===== src/rtl/router_pkg.sv =====
// router_pkg -- shared definitions for the router switch allocator.
//   Port indices (N=0, E=1, W=2, S=3, L=4), flit-id encodings, the per-output
//   FSM state enum, the per-output context struct, and small round-robin
//   helper functions used by the allocator and its arbiters.
package router_pkg;

  localparam int NUM_PORTS = 5;
  localparam int IDX_W     = 3;
  localparam int FLIT_W    = 3;

  localparam logic [IDX_W-1:0] PORT_N = 3'd0;
  localparam logic [IDX_W-1:0] PORT_E = 3'd1;
  localparam logic [IDX_W-1:0] PORT_W = 3'd2;
  localparam logic [IDX_W-1:0] PORT_S = 3'd3;
  localparam logic [IDX_W-1:0] PORT_L = 3'd4;

  localparam logic [FLIT_W-1:0] FLIT_HEADER  = 3'b001;
  localparam logic [FLIT_W-1:0] FLIT_PAYLOAD = 3'b010;
  localparam logic [FLIT_W-1:0] FLIT_TAIL    = 3'b100;

  // Bit positions inside a flit id; a single-flit packet carries both.
  localparam int HDR_BIT  = 0;
  localparam int TAIL_BIT = 2;

  typedef enum logic {
    ST_IDLE   = 1'b0,
    ST_LOCKED = 1'b1
  } sa_state_e;

  typedef struct packed {
    sa_state_e        st;
    logic [IDX_W-1:0] owner;
    logic [IDX_W-1:0] ptr;
  } out_ctx_t;

  // Next port index, wrapping N..L.
  function automatic logic [IDX_W-1:0] rr_next(input logic [IDX_W-1:0] p);
    return (p >= IDX_W'(NUM_PORTS - 1)) ? '0 : p + 1'b1;
  endfunction

  // One-hot to index; zero input maps to index 0.
  function automatic logic [IDX_W-1:0] onehot_idx(input logic [NUM_PORTS-1:0] oh);
    logic [IDX_W-1:0] r;
    r = '0;
    for (int i = 0; i < NUM_PORTS; i++)
      if (oh[i]) r = r | IDX_W'(i);
    return r;
  endfunction

endpackage


===== src/rtl/rr_arbiter.sv =====
// rr_arbiter -- combinational round-robin arbiter over NUM_PORTS requesters.
//   req : request vector, one bit per input
//   ptr : last-served index; search starts at ptr+1 and wraps
//   gnt : one-hot grant (all zero when no request)
module rr_arbiter
  import router_pkg::*;
(
  input  logic [NUM_PORTS-1:0] req,
  input  logic [IDX_W-1:0]     ptr,
  output logic [NUM_PORTS-1:0] gnt
);

  always_comb begin
    logic [IDX_W-1:0] idx;
    logic             found;
    gnt   = '0;
    found = 1'b0;
    idx   = ptr;
    for (int k = 0; k < NUM_PORTS; k++) begin
      idx = rr_next(idx);
      if (!found && req[idx]) begin
        gnt[idx] = 1'b1;
        found    = 1'b1;
      end
    end
  end

endmodule


===== config.mk =====
export PLATFORM = sky130hd
export DESIGN_NAME = rr_arbiter
export DESIGN_NICKNAME = d
export VERILOG_FILES = /design/src/rtl/router_pkg.sv /design/src/rtl/rr_arbiter.sv
export SDC_FILE = /design/constraint.sdc
export NUM_CORES = 1
export LEC_CHECK = 0
export BUFFER_PORTS_ARGS = -buffer_cell sky130_fd_sc_hd__buf_2
export CAP_MARGIN = 20
export CORE_UTILIZATION = 50
export DETAILED_ROUTE_END_ITERATION = 8
export PLACE_DENSITY_LB_ADDON = 0.12
export SLEW_MARGIN = 5
export SYNTH_ARGS = -nofsm -noshare
export SYNTH_HDL_FRONTEND = slang
export SYNTH_SLANG_ARGS = --single-unit

===== constraint.sdc =====
create_clock -name vclk -period 6.9
set_input_delay 2.07 -clock vclk [all_inputs]
set_output_delay 2.07 -clock vclk [all_outputs]
set_load 0.01 [all_outputs]

======== Word-level counts from Yosys, hierarchy flattened ========
Index checks and enable logic that the tools add are counted.
word-level totals
  flip-flop bits (word level) ............. 0
  input bits .............................. 8
  output and inout bits ................... 5
  logic and storage cells ................. 71
operators by class
  add/sub/neg operators ................... 5
  $lt $le $gt $ge ......................... 15
  mux-type cells .......................... 34
  bitwise gates (word level) .............. 4
  reductions and logical operators ........ 13
operator list
  cell                 count
  $mux 5               5
  $lt 3x4->1 const B   5
  $or 5x5->5           4
  $add 3x1->3 const B  5
  $bmux 1 s3           5
  $demux 1 s3          5
  $ge 3x1->1 const B   5
  $ge 3x3->1 const B   5
  $mux 3               5
  $mux 1               14
  $logic_and 1x1->1    9
  $logic_not 1->1      4

======== Longest topological paths before layout ========
Gate-level depths: netlist (run 1).
  depth in word-level cells ............... 17
  mapped depth ............................ 14
  depth with buffers taken out ............ 11

======== Worst setup path before layout (run 1) ========
No wires, ideal clock.
  kind .................................... input to output
  from .................................... input port ptr[0]
  to ...................................... output port gnt[0]
  arrival time ............................ 4.537 ns
  required time ........................... 4.830 ns
  setup slack ............................. 0.293 ns
  stages on the path ...................... 14
  path buffers ............................ 3
  cell sequence ........................... ha_1 > buf_6 > buf_6 > nand2b_4 > nand2_1 > ha_1 > ha_1 > buf_2 > mux2i_1 > nand2_1 > a32oi_1 > or4_1 > nor3_1 > or4_1
on the way
  longest elaborated chain between the ends .. 17
  elaborated cells between the ends (all ways) .. 71
  those cells by class .................... add/sub: 5; order compare: 15; mux: 34; bitwise: 4; reduce/logical: 13
RTL lines
  item                                                                 RTL line          text
  from (decl)                                                          rr_arbiter.sv:9   input logic [IDX_W-1:0] ptr,
  $add 3x1->3 or $ge 3x3->1 (tied branches)                            router_pkg.sv:38  return (p >= IDX_W'(NUM_PORTS - 1)) ? '0 : p + 1'b1;
  $mux 3 *                                                             router_pkg.sv:38
  parallel branches: the longest is 14 deep, another holds $lt 3x4->1  -
  $mux 5 *                                                             rr_arbiter.sv:21  if (!found && req[idx]) begin
  to (decl)                                                            rr_arbiter.sv:10  output logic [NUM_PORTS-1:0] gnt
Every way passes the cells marked *. The select of a mux whose other input is x is not followed.

======== Worst setup path in the final report (run 1) ========
Same ends and word-level chain as after synthesis.

==> results.ini, run 1 <==
[outcome]
run_status=finished clean

[finish]
layout_common_cells=14 x sky130_fd_sc_hd__nor2_1, 13 x sky130_fd_sc_hd__buf_2, 11 x sky130_fd_sc_hd__nand2_1, 9 x sky130_fd_sc_hd__buf_4, 7 x sky130_fd_sc_hd__nor3_1
post_route_cells_drive_above_1_share_pct=36.6
fillCellCount=166
antenna_cells=0
flops_and_latches=0
ff_latch_area_um2=0
finalNetCount=157
clock_buffer_count=0
area.growth.synth_to_final_pct=11.1
instances_no_fill=167
area_of_the_multi_input_gates_um2=902
layout.cells.most_common=sky130_fd_sc_hd__nor2_1

[critical_path]
worstPathMaxFanout=9
critical_path.n_buffers_inverters=3
worst_setup_path_end_kind=output port
critPathArrivalTime_ns=4.70
critical_path_required_ns=4.83
path_delay_family=simple AND/OR/NAND/NOR gates
critical-path-slowest-cell=sky130_fd_sc_hd__or4_1
worstSetupPathType=input port to output port
timing.critical_path.cells=buf_2 -> ha_1 -> nand2b_4 -> nand2_1 -> ha_1 -> ha_2 -> buf_4 -> mux2i_1 -> nand2_1 -> a32oi_2 -> or4_1 -> nor3_1 -> or4_1 -> buf_2
critical_path.max_stage_delay_ns=0.51
cp-start-kind=input port

[power]
power.ir.vdd_worst_mv=0.0484
total_leakage_power_nw=0.429
power-per-cell-area_mw_per_mm2=82.5

[grt]
antenna_violations_before_repair=0
pin_count_of_the_biggest_net_entering_global_routing=17
grt_pass1_wl_mm=4.46
overflow=0
grt_util_all_layers_pct=28.1
first_global_vias=961

[drt]
wl_per_cell_um=16.8
drtIter0Drc=41
routed-via-count=1091
drc_errors=0
finalWirelength_mm=2.80
drt-vias-per-instance=6.53
firstDrtPassIters=4
route.antenna.remaining_nets=0

[timing]
finalWorstSetupSlack_ns=0.134
holdWs_ns=4.77
post-route-period-util_pct=98.1
drv_slew=0
final.min_clock_period_ns=6.77
max_freq_mhz=148
rsz0062_at_grt=false
finalSetupViolations=0
max_slew.worst_pin.slew_ns=0.499
max-slew-margin-rel_pct=66.6
totalNegativeSetupSlack_ns=0
final-hold-violation-count=0

[die]
floorplan.core_area_mm2=0.00178
die_x_um=46.2
die-height_um=46.2
dieArea_mm2=0.00214
initial_utilization_pct=54.9
rows=15
io_pins=13

[placed_design]
post-dp-hpwl_mm=2.10
place_inst=167
pre_cts_slack_ns=0.151
gp_routability_congestion=0.943
port-buffer-count=13

[synth]
synthesis.area_um2=978
yosys_warnings=0
syn_area_per_cell_um2=7.64
synthDistinctLibCells=60
synth_cells=128
seq_area_frac_synth_pct=0
postSynthNetCount=141

[clock_tree]
cts.repair_timing.setup_buffer_count=0

[worst_hold_path]
timing.hold.worst.class=input port to output port

[flow_run]
cap_violations=0

final timing paths:
check   start  endpoint  cells past startpoint  slack (ns)
max    ptr[0]    gnt[0]                     14        0.13
min    req[2]    gnt[2]                      5        4.77
cell families after synthesis:
kind of cell               Yosys count  share of synthesized area [%]
and+or+nand+nor                     63                           37.7
adders and majority gates            5                           6.39
AOI/OAI and AO/OA                   41                           40.0
buffers and inverters               13                           9.46
muxes                                6                           6.39
metal layers:
metal	GRT usage (%)	wire length (um)
met4	5.88	36
met3	0.392	198
met5	0	0
met2	46.5	1350
met1	40.2	1220
layout make-up:
cell class	instances	share of cell area (%)
multi-input cells	115	83.0
repair buffers	22	12.2
well taps	25	2.88
inverters	5	1.96
cell usage after synthesis (all sizes together), types with 3 or more instances:
| library cell | number | area, um2 |
|---|---|---|
| o211ai | 4 | 30.0 |
| or2 | 3 | 21.3 |
| nor3b | 3 | 22.5 |
| nand3 | 3 | 20.0 |
| nor2b | 5 | 36.3 |
| o21ai | 5 | 25.0 |
| ha | 5 | 62.6 |
| nor3 | 8 | 45.0 |
| mux2i | 4 | 40.0 |
| a21oi | 6 | 45.1 |
| nor2 | 15 | 58.8 |
| inv | 5 | 21.3 |
| nor4 | 4 | 37.5 |
| nand2 | 11 | 41.3 |
| buf | 8 | 71.3 |
| o21bai | 3 | 45.1 |
| nand2b | 3 | 26.3 |
through the flow:
stage	total power, mW	util [%]	area [um2]
6_report	0.0897	61.0	1090
5_1_grt	0.0964	61.0	1090
4_1_cts	0.0863	60.1	1070
3_5_place_dp	0.0859	60.1	1070
2_1_floorplan	0.0658	-	978
3_3_place_gp	0.0850	60.1	1070
power breakdown:
group	internal (mW)	total (mW)	switching [mW]
sequential	0	0	0
clock	0	0	0
combinational	0.0370	0.0897	0.0527
what timing repair did:
item	CTS	global route
hold buffers	0	0
endpoints found under the setup margin	0	3
gates resized for setup	0	3
(Power assumes the default switching activity.)
==> inputs of run 2 (changes only) <==
CELL_PAD_IN_SITES_DETAIL_PLACEMENT = 0   (was default)
CELL_PAD_IN_SITES_GLOBAL_PLACEMENT = 1   (was default)
CORE_UTILIZATION = 46   (was 50)
==> results.ini, run 2 (synthesized netlist as in run 1, its figures left out) <==
[clock_tree]
cts.repair_timing.setup_buffer_count=0  ; unchanged

[power]
switching_share_pct=58.3  ; -0.42 points
power.sequential.fraction_pct=0  ; unchanged
power-per-cell-area_mw_per_mm2=81.4  ; -1.2%
total_leakage_power_nw=0.433  ; +0.76%
cellInternalPower_mw=0.0368  ; -0.57%
p_switching_mw=0.0515  ; -2.3%
clockPowerShare_pct=0  ; unchanged
comb_power_share_pct=100.0  ; about the same
power.ir.vdd_worst_mv=0.0379  ; -22%
design_power_total_mw=0.0882  ; -1.6%

[die]
io_pins=13  ; unchanged
rows=16  ; +1
floorplan.core_area_mm2=0.00198  ; +11%
die_x_um=48.1  ; +4.1%
die-height_um=48.1  ; +4.1%
dieArea_mm2=0.00232  ; +8.3%
initial_utilization_pct=49.4  ; -5.5 points

[critical_path]
worstSetupPathType=input port to output port
critPathArrivalTime_ns=4.66  ; -0.04 ns
setup.worst_path.end=gnt[0]
cp-start-kind=input port
worstPathMaxFanout=8  ; -1
critical_path_required_ns=4.83  ; about the same
worst_setup_path_end_kind=output port
crit_start=ptr[0]

[placed_design]
post-dp-hpwl_mm=2.20  ; +4.6%
port-buffer-count=13  ; unchanged
pre_cts_slack_ns=0.149  ; -0.00159 ns
gp_routability_congestion=0.921  ; -2.3%

[grt]
first_global_vias=920  ; -4.3%
grt_util_all_layers_pct=25.5  ; -2.6 points
antenna_violations_before_repair=0  ; unchanged
pin_count_of_the_biggest_net_entering_global_routing=17  ; unchanged
grt_pass1_wl_mm=4.22  ; -5.4%
overflow=0  ; unchanged

[drt]
drtIter0Drc=40  ; -2.4%
drc_errors=0  ; unchanged
wl_per_cell_um=16.4  ; -2.6%
firstDrtPassIters=4  ; unchanged
finalWirelength_mm=2.78  ; -0.86%
routed-via-count=1068  ; -2.1%
drt-vias-per-instance=6.28  ; -3.8%
route.antenna.remaining_nets=0  ; unchanged

[flow_run]
cap_violations=0  ; unchanged

[finish]
area.growth.synth_to_final_pct=10.7
finalNetCount=158  ; +0.64%
clock_buffer_count=0  ; unchanged
utilization_pct=54.7  ; -6.3 points
post_route_cells_drive_above_1_share_pct=35.7  ; -0.96 points
layout.cells.most_common=sky130_fd_sc_hd__nor2_1
flops_and_latches=0  ; unchanged
layout_common_cells=14 x sky130_fd_sc_hd__nor2_1, 13 x sky130_fd_sc_hd__buf_2, 11 x sky130_fd_sc_hd__nand2_1, 10 x sky130_fd_sc_hd__buf_4, 7 x sky130_fd_sc_hd__nor3_1
ff_latch_area_um2=0  ; unchanged
antenna_cells=0  ; unchanged

[timing]
rsz0062_at_grt=false
finalSetupViolations=0  ; unchanged
post-route-period-util_pct=97.5  ; -0.55 points
drv_slew=0  ; unchanged
holdWs_ns=4.69  ; -0.0856 ns
final.min_clock_period_ns=6.73  ; -0.0379 ns
finalWorstSetupSlack_ns=0.172  ; +0.0379 ns
final-hold-violation-count=0  ; unchanged
max_slew.worst_pin.slew_ns=0.475  ; -0.0237 ns
totalNegativeSetupSlack_ns=0  ; unchanged
max_freq_mhz=149  ; +0.56%
max-slew-margin-rel_pct=68.2  ; +1.6 points

[worst_hold_path]
timing.hold.worst.class=input port to output port
worstHoldPathCells=5  ; unchanged

[outcome]
run_status=finished clean

## run 2: cell types whose count changed in the layout (fill, tap and decap cells not counted), sizes merged
cell  delta
buf      +1
## run 2: routing by layer
metal | vias to the layer above | part of all wire, % | global-route usage, %
met3 | 2 | 7.1 | 0
met2 | 47 | 48 | 42.4
li1 | 521 | - | -
met4 | 0 | 0.58 | 3.89
met5 | - | 0 | 0
met1 | 498 | 44 | 37.6
## run 2: power by group through the flow
| stage | Sequential [mW] | Clock [mW] | Combinational (mW) |
|---|---|---|---|
| 2_1_floorplan | 0 | 0 | 0.0658 |
| 6_report | 0 | 0 | 0.0882 |
| 4_1_cts | 0 | 0 | 0.0874 |
| 3_3_place_gp | 0 | 0 | 0.0866 |
| 5_1_grt | 0 | 0 | 0.0957 |
| 3_5_place_dp | 0 | 0 | 0.0870 |
## run 2: worst max-delay path: stages
cell and delay [ns]:
sky130_fd_sc_hd__buf_2 0.10, sky130_fd_sc_hd__ha_1 0.22, sky130_fd_sc_hd__nand2b_4 0.16, sky130_fd_sc_hd__nand2_1 0.12
sky130_fd_sc_hd__ha_1 0.20, sky130_fd_sc_hd__ha_2 0.26, sky130_fd_sc_hd__buf_4 0.18, sky130_fd_sc_hd__mux2_2 0.16
sky130_fd_sc_hd__o21ai_0 0.09, sky130_fd_sc_hd__a32oi_1 0.27, sky130_fd_sc_hd__or4_1 0.14, sky130_fd_sc_hd__nor3_1 0.04
sky130_fd_sc_hd__or4_1 0.51, sky130_fd_sc_hd__buf_2 0.15
## run 2: how the worst min path moves through the flow
stage,startpoint,to
2_1_floorplan,req[1],gnt[1]
3_3_place_gp,ptr[2],gnt[3]
3_5_place_dp,ptr[2],gnt[3]
4_1_cts,ptr[2],gnt[3]
5_1_grt,ptr[2],gnt[3]
6_report,ptr[2],gnt[3]
## run 2: repair_timing
item                       4_1_cts  5_1_grt
setup endpoints to repair        0        3
hold buffers                     0        0
resized for setup                0        1
## run 2: final cells by class
cell class / count / area (um2)
repair buffers: 23 / 140
fillers: 194 / 898
multi-input cells: 115 / 888
inverters: 5 / 21.3
well taps: 27 / 33.8
## run 2: metrics by stage
| stage | instance area (um2) | instances |
|---|---|---|
| 2_1_floorplan | 978 | 128 |
| 3_3_place_gp | 1080 | 170 |
| 3_5_place_dp | 1080 | 170 |
| 4_1_cts | 1080 | 170 |
| 5_1_grt | 1080 | 170 |
| 6_report | 1080 | 170 |
